--- config.mk ---
export PLATFORM = sky130hd
export DESIGN_NAME = wb_port_arbiter
export DESIGN_NICKNAME = d
export VERILOG_FILES = /design/src/rtl/wb_pkg.sv /design/src/rtl/wb_out_reg.sv /design/src/rtl/wb_port_arbiter.sv
export SDC_FILE = /design/constraint.sdc
export NUM_CORES = 1
export LEC_CHECK = 0
export ABC_AREA = 1
export CAP_MARGIN = 10
export CORE_ASPECT_RATIO = 2
export CORE_MARGIN = 2
export CORE_UTILIZATION = 39
export CTS_BUF_LIST = sky130_fd_sc_hd__clkbuf_8
export CTS_CLUSTER_DIAMETER = 40
export DETAILED_ROUTE_END_ITERATION = 8
export GPL_ROUTABILITY_DRIVEN = 0
export PLACE_DENSITY = 0.82
export SLEW_MARGIN = 20
export SYNTH_ARGS = -nofsm -noshare
export SYNTH_HDL_FRONTEND = slang
export SYNTH_SLANG_ARGS = --single-unit
--- constraint.sdc ---
create_clock -name Clk -period 1.91 [get_ports Clk]
set_input_delay 0.573 -clock Clk [delete_from_list [all_inputs] [get_ports Clk]]
set_output_delay 0.573 -clock Clk [all_outputs]
set_load 0.05 [all_outputs]
--- src/rtl/wb_pkg.sv ---
// Shared constants for the register-file write-back arbiter.
// Source encodings, default widths and the hard-wired zero register.
package wb_pkg;

  localparam int DW_DEFAULT = 32;
  localparam int AW_DEFAULT = 5;

  localparam logic SRC_A = 1'b0;
  localparam logic SRC_B = 1'b1;

  localparam logic [4:0] REG_ZERO = 5'd0;

endpackage

--- src/rtl/wb_out_reg.sv ---
// Load-enabled output register with synchronous active-high clear.
// Clear takes precedence over the load enable.
module wb_out_reg #(
  parameter int W = 39
) (
  input  logic         clk,
  input  logic         clr,
  input  logic         en,
  input  logic [W-1:0] d,
  output logic [W-1:0] q
);

  logic [W-1:0] reg_d;
  logic [W-1:0] reg_q;

  always_comb begin
    reg_d = reg_q;
    if (en) reg_d = d;
  end

  always_ff @(posedge clk) begin
    if (clr) reg_q <= '0;
    else     reg_q <= reg_d;
  end

  assign q = reg_q;

endmodule

--- src/rtl/wb_port_arbiter.sv ---
// Shares the register file's single write port between the ALU (A) and load (B) paths.
// Round-robin or fixed-priority grant; the winning write is registered onto the port.
module wb_port_arbiter
  import wb_pkg::*;
#(
  parameter int DW        = DW_DEFAULT,
  parameter int AW        = AW_DEFAULT,
  parameter int FIXED_PRI = 0
) (
  input  logic          Clk,
  input  logic          Clr,
  input  logic          A_Valid,
  input  logic [AW-1:0] A_Addr,
  input  logic [DW-1:0] A_Data,
  output logic          A_Ready,
  input  logic          B_Valid,
  input  logic [AW-1:0] B_Addr,
  input  logic [DW-1:0] B_Data,
  output logic          B_Ready,
  input  logic          Hold,
  output logic          WE,
  output logic [AW-1:0] WAddr,
  output logic [DW-1:0] WData,
  output logic          WSrc
);

  localparam int OW = AW + DW + 2;

  logic          grant_a;
  logic          grant_b;
  logic          pri_d;
  logic          pri_q;
  logic [OW-1:0] out_d;
  logic [OW-1:0] out_q;

  always_comb begin
    grant_a = A_Valid & (!B_Valid | (FIXED_PRI != 0) | (pri_q == SRC_A));
    grant_b = B_Valid & !grant_a;
    A_Ready = grant_a & !Hold & !Clr;
    B_Ready = grant_b & !Hold & !Clr;
  end

  // Pointer moves to the loser only on a completed transfer, so Hold freezes it too.
  always_comb begin
    pri_d = pri_q;
    if (FIXED_PRI == 0) begin
      if (A_Ready)      pri_d = SRC_B;
      else if (B_Ready) pri_d = SRC_A;
    end
  end

  always_ff @(posedge Clk) begin
    if (Clr) pri_q <= SRC_A;
    else     pri_q <= pri_d;
  end

  // r0 writes finish the handshake but leave the strobe low.
  always_comb begin
    out_d = {1'b0, out_q[OW-2:0]};
    if (A_Ready)
      out_d = {(A_Addr != AW'(REG_ZERO)), SRC_A, A_Addr, A_Data};
    else if (B_Ready)
      out_d = {(B_Addr != AW'(REG_ZERO)), SRC_B, B_Addr, B_Data};
  end

  wb_out_reg #(
    .W(OW)
  ) u_out_reg (
    .clk(Clk),
    .clr(Clr),
    .en (!Hold),
    .d  (out_d),
    .q  (out_q)
  );

  assign {WE, WSrc, WAddr, WData} = out_q;

endmodule
### Word level (Yosys, flattened, before mapping)

Cells that the tools add are included.

| cells by class | value |
|---|---|
| mux-type cells | 4 |
| bitwise logic cells | 9 |
| reduce and logical (&&, ||, !) cells | 8 |

Operator list:

| operator | count |
|---|---|
| 39-bit 2-to-1 mux | 2 |
| 5-bit nonzero test | 2 |
| 1-bit bitwise AND | 6 |
| 1-bit logical NOT | 4 |
| 1-bit 2-to-1 mux | 2 |
| 1-bit NOT | 2 |
| 2-bit AND reduction | 1 |
| 2-bit nonzero test | 1 |
| 1-bit OR | 1 |

| word-level totals | value |
|---|---|
| register bits after elaboration | 40 |
| input port bits | 79 |
| word-level logic and storage cells | 24 |

### Longest topological paths before layout

Gate-level depths: netlist of the first run.

| logic depth | value |
|---|---|
| depth after elaboration | 9 |
| depth in mapped cells | 9 |
| depth with buffers taken out | 7 |

### Hierarchy

From an unflattened synthesis of the first run, not the netlist that was laid out.

| second synthesis, totals | value |
|---|---|
| cells, all modules | 624 |
| area total of the unflattened synthesis | 3179.3 µm² |

Modules (own cells, without submodules):

| module | instances | cells each | area each (µm²) | sequential area each (µm²) |
|---|---|---|---|---|
| wb_out_reg | 1 | 248 | 1609.0 | 780.7 |
| wb_port_arbiter | 1 | 376 | 1570.3 | 20.0 |

### Least setup slack after synthesis of the first run

Ideal clock, no wire load.

| timing | value |
|---|---|
| path kind | input to output |
| start point | input Hold |
| end point | output B_Ready |
| data arrival time | 1.352 ns |
| path slack | -0.015 ns |
| cell stages on the path | 5 |
| path through | nor2_1 buf_4 nand2_2 buf_6 nor2_4 |

| on the way | value |
|---|---|
| cells in the longest elaborated chain, start to end | 3 |

RTL lines:

| element | RTL line | text |
|---|---|---|
| start: declaration | wb_port_arbiter.sv:20 | `input logic Hold,` |
| 1-bit logical NOT | - |  |
| 1-bit bitwise AND (2 in series) | wb_port_arbiter.sv:40 | `B_Ready = grant_b & !Hold & !Clr;` |
| end: declaration | wb_port_arbiter.sv:19 | `output logic B_Ready,` |

Every way passes these cells.

### Final worst setup path of the first run

| timing | value |
|---|---|
| start point | input A_Valid |
| end point | output B_Ready |

| on the way | value |
|---|---|
| cells in the longest elaborated chain, start to end | 5 |

RTL lines:

| element | RTL line | text |
|---|---|---|
| start: declaration | wb_port_arbiter.sv:12 | `input logic A_Valid,` |
| 1-bit bitwise AND | wb_port_arbiter.sv:37 | `grant_a = A_Valid & (!B_Valid \| (FIXED_PRI != 0) \| (pri_q == SRC_A));` |
| 1-bit logical NOT | wb_port_arbiter.sv:38 | `grant_b = B_Valid & !grant_a;` |
| 1-bit bitwise AND | wb_port_arbiter.sv:38 |  |
| 1-bit bitwise AND (2 in series) | wb_port_arbiter.sv:40 |  |

Every way passes these cells.

==> results by group, run 1 <==
Worst setup path
  – Critical Setup Path Class: in -> out
  – Sort of element at the end of the critical path: output port
  – Kind of start point of the critical path: input port
  – Crit path cell chain: dlygate4sd2_1 > inv_1 > a21oi_2 > nor2_4 > buf_12
  – Maximum fanout along the worst path: 3
  – WP data arrival: 1.23 ns
  – Required @ worst endpoint: 1.34 ns
  – Cell type of the slowest stage on the worst timing path: sky130_fd_sc_hd__dlygate4sd2_1
  – Largest stage delay, worst path: 0.25 ns

Logic synthesis
  – Number of nets produced by synthesis: 398
  – Fraction of synthesized cell area in xor and xnor cells: 0%
  – Gate Count Post-Synth: 319
  – Avg Synthesized Cell Area: 6.59 um2
  – Number of synthesis warnings: 0
  – Share of synthesized area spent on multiplexers: 0%
  – Count of state elements after synthesis: 40
  – Largest family of logic cells by synthesized area: simple AND/OR/NAND/NOR gates
  – Simple-gate area share of the yosys netlist: 46.8%
  – Adder-Cell Fraction of Synth Area: 0%
  – Sequential share of the synthesized area: 38.1%
  – Number of distinct library cells after synthesis: 16
  – Synthesized-area fraction occupied by ao, oa, aoi and oai cells: 0.714%
  – Post-synthesis cell area: 2100 um2

STA
  – Number of endpoints with negative hold slack in the final report: 0
  – Final setup violating endpoints: 0
  – Worst hold slack: 0.496 ns
  – Worst Clk Skew: 0.00496 ns
  – Unrepaired setup endpoints after global routing: false
  – Slew @ Worst Pin: 0.420 ns
  – Final critical-path required period: 1.81 ns
  – Pins over their slew limit: 0
  – Final WS setup: 0.105 ns
  – Relative max-transition margin: 72.0%
  – Setup total negative slack: 0 ns
  – Timing-limited maximum frequency: 0.554 GHz
  – Final critical-path share of the clock period: 94.5%

Global route
  – Number of global-route vias before repair: 2,622
  – Total track usage: 24.3%
  – Overflow left after global routing: 0
  – Wire length of the first global-routing pass: 11,700 um
  – Largest net degree at the start of global routing: 39
  – Initial antenna violation count: 0

Clock tree
  – Longest Clk Path Bufs: 2
  – Number of sinks driven by the clock tree: 40
  – Num CTS Buffers: 5
  – TritonCTS clock tree: done
  – Clock edge transition at the registers on the reported setup and hold paths: 0.08 ns
  – Skew-Pair Late Insertion Delay: 0.29 ns
  – Clock tree root driver cell: sky130_fd_sc_hd__clkbuf_8
  – Clock H-tree levels: 2

Die
  – Core footprint: 5180 um2
  – Die area: 6030 um2
  – Number of primary I/O pins: 120
  – Initial Utilization: 40.6%
  – Floorplan row count: 37
  – Die H: 108 um
  – Width of the die: 55.9 um

Place
  – Detail Placement HPWL: 5230 um
  – I/O Buffers: 119
  – Setup WS pre-CTS: -0.377 ns

Finish
  – Area Growth Syn to Fin: 61.4%
  – Number of nets in the layout: 517
  – Utilization after layout: 65.5%
  – Number of antenna repair diodes: 0
  – Commonest non-fill, non-tap cells in the layout: sky130_fd_sc_hd__nand2_1, sky130_fd_sc_hd__nand3_1, sky130_fd_sc_hd__clkdlybuf4s50_1
  – Share of post-route cells with drive strength above 1: 18.0%
  – Commonest non-fill, non-tap cell in the layout: sky130_fd_sc_hd__nand2_1

Route
  – Via density: 5.21
  – DRC errors left: 0
  – First-pass DRT Iterations: 5
  – Initial DRC Count: 123
  – Wire length after detailed routing: 7220 um
  – Via count of the routed design: 2,589
  – Wire length per cell after detailed routing: 14.5 um
  – Routed Antenna Nets: 0

Run
  – Max-cap violation count: 0

Power
  – Peak supply drop: 0.525 mV
  – Total leakage power: 1.75 nW
  – Power density over cell area: 620 nW/um2

Hold path
  – Worst hold path type: reg -> reg

Run status
  – Run status: complete, no violations
-- per-stage QoR --
step	power [mW]	instance area [um2]	cells
2_1_floorplan	1.24	2100	319
3_3_place_gp	1.52	3280	486
3_5_place_dp	1.53	3280	486
4_1_cts	2.12	3400	496
5_1_grt	2.20	3390	497
6_report	2.11	3390	497
-- per-layer routing --
metal  global-route usage [%]  share of wire (%)  vias to the layer above
met5                        0                  0                        -
met4                     12.8                3.8                        0
met3                     3.61                5.0                       21
met2                     46.9                 57                       99
met1                     24.2                 34                     1188
li1                         -                  -                     1281
-- where the power goes --
part | switching, mW | total (mW) | internal, mW
registers | 0.0228 | 0.898 | 0.876
clock network | 0.299 | 0.588 | 0.289
logic | 0.346 | 0.619 | 0.273
-- layout make-up --
cell class	count	area, um2
Tap cell	58	72.6
Sequential cell	40	801
Fill cell	451	1790
Timing Repair Buffer	139	1260
Clock inverter	2	10.0
Multi-Input combinational cell	211	1010
Inverter	41	154
Clock buffer	6	82.6
-- flip-flops by register name (all words and copies together) (netlist names) --
signal / count
u_out_reg.q: 39
pri_q: 1
-- kinds of logic (layout without fill, tap and decap cells) --
logic type | after synthesis | in the layout
AO/OA/AOI/OAI | 3 | 3
buffers and inverters | 68 | 188
flip-flops | 40 | 40
AND/OR/NAND/NOR | 208 | 208
-- cells in the mapped netlist --
cell	n	area [um2]
sky130_fd_sc_hd__nand3_1	74	370
sky130_fd_sc_hd__nor2_2	1	6.26
sky130_fd_sc_hd__nand3b_1	2	15.0
sky130_fd_sc_hd__nor2_1	12	45.0
sky130_fd_sc_hd__buf_6	3	33.8
sky130_fd_sc_hd__nand2_2	2	12.5
sky130_fd_sc_hd__dfxtp_1	40	801
sky130_fd_sc_hd__nor2_4	1	11.3
sky130_fd_sc_hd__nand4_1	35	219
sky130_fd_sc_hd__clkbuf_1	7	26.3
sky130_fd_sc_hd__buf_2	15	75.1
sky130_fd_sc_hd__inv_1	41	154
sky130_fd_sc_hd__o21ai_0	1	5.00
sky130_fd_sc_hd__a21oi_1	2	10.0
sky130_fd_sc_hd__nand2_1	81	304
sky130_fd_sc_hd__buf_4	2	15.0
-- path summary, 6_finish.rpt --
kind                        start               to  slack, ns  cells past startpoint
setup / recovery          A_Valid          B_Ready       0.10                      5
hold / removal    u_out_reg.q[19]  u_out_reg.q[19]       0.50                      2
setup reg to reg            pri_q  u_out_reg.q[17]       0.52                      7
hold reg to reg   u_out_reg.q[19]  u_out_reg.q[19]       0.50                      2
-- critical path: cells and delay by family --
kind                   cells  cell delay [ns]
and+or+nand+nor            1             0.06
buffers and inverters      3             0.45
AOI/OAI and AO/OA          1             0.15
-- repair_timing --
item / CTS / global route
setup endpoints to repair: 2 / 2
resized for setup: 9 / 5
hold buffers: 0 / 0
pin swaps: 3 / 4
buffers inserted: 2 / 1
hold endpoints to repair: 0 / 0
Power figures use the tool's default switching activity.
==> run 2, diff against run 1 <==
--- a/config.mk
+++ b/config.mk
@@ -9,12 +9,13 @@
 export CAP_MARGIN = 10
 export CORE_ASPECT_RATIO = 2
 export CORE_MARGIN = 2
-export CORE_UTILIZATION = 39
+export CORE_UTILIZATION = 42
 export CTS_BUF_LIST = sky130_fd_sc_hd__clkbuf_8
 export CTS_CLUSTER_DIAMETER = 40
 export DETAILED_ROUTE_END_ITERATION = 8
 export GPL_ROUTABILITY_DRIVEN = 0
-export PLACE_DENSITY = 0.82
+export PLACE_DENSITY = 0.87
+export RECOVER_POWER = 25
 export SLEW_MARGIN = 20
 export SYNTH_ARGS = -nofsm -noshare
 export SYNTH_HDL_FRONTEND = slang
==> constraint.sdc (replaced) <==
create_clock -name Clk -period 2.3 [get_ports Clk]
set_input_delay 0.69 -clock Clk [delete_from_list [all_inputs] [get_ports Clk]]
set_output_delay 0.69 -clock Clk [all_outputs]
set_load 0.05 [all_outputs]
==> run 2 against run 1 <==
Critical path depth unchanged. Non-clock buffer count down 5. Combinational power down 16%. Core utilization up 6.1 points. Sequential share of layout area down 0.60 points. Sequential power down 17%. Clock skew up 0.0019 ns. Cell count down 1.0%. Register-to-register slack better by 0.34 ns. Wire length down 0.97%. Global-route usage up 1.5 points. Critical path type unchanged. Largest power group unchanged. Highest routed layer unchanged.
==> results by group, run 2 (synthesized netlist as in run 1, its figures left out) <==
Power
  – Total chip power: 1.88 mW (was 2.11 mW)
  – Total leakage power: 1.66 nW (was 1.75 nW)
  – Power density over cell area: 540 nW/um2 (was 620 nW/um2)
  – Peak supply drop: 0.867 mV (was 0.525 mV)

Worst setup path
  – WP data arrival: 1.50 ns (was 1.23 ns)
  – Cell type of the slowest stage on the worst timing path: sky130_fd_sc_hd__dlygate4sd2_1 (unchanged)
  – Crit path cell chain: dlygate4sd2_1 > nand2_1 > nand2_1 > nor2_4 > buf_12 (was dlygate4sd2_1 > inv_1 > a21oi_2 > nor2_4 > buf_12)
  – Crit-path most repeated cell: sky130_fd_sc_hd__nand2_1
  – Largest stage delay, worst path: 0.31 ns (was 0.25 ns)
  – Sort of element at the end of the critical path: output port (unchanged)
  – Count of cells along the worst register-to-register path: 8 (was 7)
  – Crit path max-delay family: buffers and inverters (unchanged)
  – Required @ worst endpoint: 1.61 ns (was 1.34 ns)
  – Maximum fanout along the worst path: 6 (was 3)
  – Crit path buf inv count: 2 (was 3)
  – Kind of start point of the critical path: input port (unchanged)
  – Critical Setup Path Class: in -> out (unchanged)
  – Cell count along the critical path: 5 (unchanged)

STA
  – Pins over their slew limit: 0 (unchanged)
  – Slew @ Worst Pin: 0.570 ns (was 0.420 ns)
  – Timing-limited maximum frequency: 0.456 GHz
  – Relative max-transition margin: 61.9% (was 72.0%)
  – Final critical-path required period: 2.19 ns
  – Unrepaired setup endpoints after global routing: false (unchanged)
  – Worst Clk Skew: 0.00682 ns (was 0.00496 ns)
  – Final critical-path share of the clock period: 95.3%
  – Number of endpoints with negative hold slack in the final report: 0 (unchanged)
  – Setup total negative slack: 0 ns (unchanged)
  – Final setup violating endpoints: 0 (unchanged)

Finish
  – Area Growth Syn to Fin: 65.6% (was 61.4%)
  – Commonest non-fill, non-tap cells in the layout: sky130_fd_sc_hd__clkdlybuf4s50_1, sky130_fd_sc_hd__nand2_1, sky130_fd_sc_hd__nand3_1 (was sky130_fd_sc_hd__nand2_1, sky130_fd_sc_hd__nand3_1, sky130_fd_sc_hd__clkdlybuf4s50_1)
  – Flip-flop count of the largest register after layout: 39 (unchanged)
  – Layout filler cell count: 406 (was 451)
  – Share of post-route cells with drive strength above 1: 6.91% (was 18.0%)
  – Commonest non-fill, non-tap cell in the layout: sky130_fd_sc_hd__clkdlybuf4s50_1 (was sky130_fd_sc_hd__nand2_1)
  – Number of nets in the layout: 512 (was 517)

Die
  – Width of the die: 54.0 um (was 55.9 um)
  – Initial Utilization: 43.2% (was 40.6%)
  – Core footprint: 4860 um2 (was 5180 um2)
  – Die H: 104 um (was 108 um)
  – Floorplan row count: 36 (was 37)
  – Number of primary I/O pins: 120 (unchanged)
  – Die area: 5620 um2 (was 6030 um2)

Clock tree
  – Longest Clk Path Bufs: 2 (unchanged)
  – Clock edge transition at the registers on the reported setup and hold paths: 0.08 ns (about the same)
  – Clock tree root driver cell: sky130_fd_sc_hd__clkbuf_8 (unchanged)
  – TritonCTS clock tree: done (unchanged)
  – Clock H-tree levels: 2 (unchanged)
  – Number of sinks driven by the clock tree: 40 (unchanged)
  – Number of hold-repair buffers added at the cts stage: 0 (unchanged)
  – Num CTS Buffers: 5 (unchanged)
  – Skew-Pair Late Insertion Delay: 0.28 ns (was 0.29 ns)

Run
  – Max-cap violation count: 0 (unchanged)

Route
  – First-pass DRT Iterations: 4 (was 5)
  – Via density: 5.25 (was 5.21)
  – Via count of the routed design: 2,584 (was 2,589)
  – Wire length after detailed routing: 7150 um (was 7220 um)
  – Wire length per cell after detailed routing: 14.5 um (about the same)
  – DRC errors left: 0 (unchanged)
  – Routed Antenna Nets: 0 (unchanged)
  – Initial DRC Count: 65 (was 123)

Place
  – I/O Buffers: 119 (unchanged)
  – Detail Placement HPWL: 5120 um (was 5230 um)

Global route
  – Wire length of the first global-routing pass: 11,000 um (was 11,700 um)
  – Number of global-route vias before repair: 2,434 (was 2,622)
  – Initial antenna violation count: 1 (was 0)
  – Overflow left after global routing: 0 (unchanged)
  – Largest net degree at the start of global routing: 39 (unchanged)
  – Total track usage: 25.8% (was 24.3%)

Run status
  – Run status: complete, no violations (unchanged)

Hold path
  – Worst hold path type: reg -> reg (unchanged)
  – Worst hold path cell count: 2 (unchanged)
run 2: changes by cell type in the layout (fill, tap and decap cells not counted), sizes merged:
cell / delta
buf: -45
clkdlybuf4s50: +39
dlygate4sd2: +3
clkinv: -2
bufinv: +1
clkbuf: -1
diode: +1
run 2: power breakdown:
group	internal (mW)	leakage [nW]	switching (mW)
logic	0.231	1.27	0.285
registers	0.727	0.326	0.0184
clock network	0.383	0.0645	0.238
total	1.34	1.66	0.541
run 2: layer usage:
metal  up-vias  track usage, %  share of wire (%)
li1       1270               -                  -
met1      1177            25.7                 35
met3        27            4.02                5.7
met5         -               0                  0
met2       110            47.1                 54
met4         0            13.4                4.6
run 2: final timing paths:
check,start,end,slack [ns]
hold reg to reg,u_out_reg.q[37],u_out_reg.q[37],0.50
hold / removal,u_out_reg.q[37],u_out_reg.q[37],0.50
setup / recovery,B_Valid,A_Ready,0.11
setup reg to reg,pri_q,u_out_reg.q[23],0.86
run 2: worst min-delay path: cells and delay by family (launching register included):
kind	cells	cell delay, ns
simple gates	1	0.07
compound gates	1	0.06
flops	1	0.34
run 2: timing repair:
item | 4_1_cts | 5_1_grt
buffers inserted | 0 | 0
endpoints found under the setup margin | 2 | 0
resized for setup | 7 | 0
run 2: metrics by stage:
step / instances / area, um2 / hold slack, ns / setup WS, ns / utilization [%]
4_1_cts: 491 / 3490 / 0.492 / 0.115 / 71.7
3_5_place_dp: 483 / 3350 / 0.479 / -0.151 / 68.9
3_3_place_gp: 483 / 3350 / 0.465 / -0.138 / 68.9
5_1_grt: 492 / 3480 / 0.523 / 0.0341 / 71.6
6_report: 492 / 3480 / 0.496 / 0.108 / 71.6
2_1_floorplan: 319 / 2100 / 0.474 / 0.141 / -
run 2: layout make-up:
cell class	count	area [um2]	area share, %
flip-flops and latches	40	801	23.0
clock buffers	7	96.3	2.77
well taps	57	71.3	2.05
diodes	1	2.50	0.0718
repair buffers	134	1320	37.8
multi-input cells	211	1010	29.1
clock inverters	1	30.0	0.862
inverters	41	154	4.42
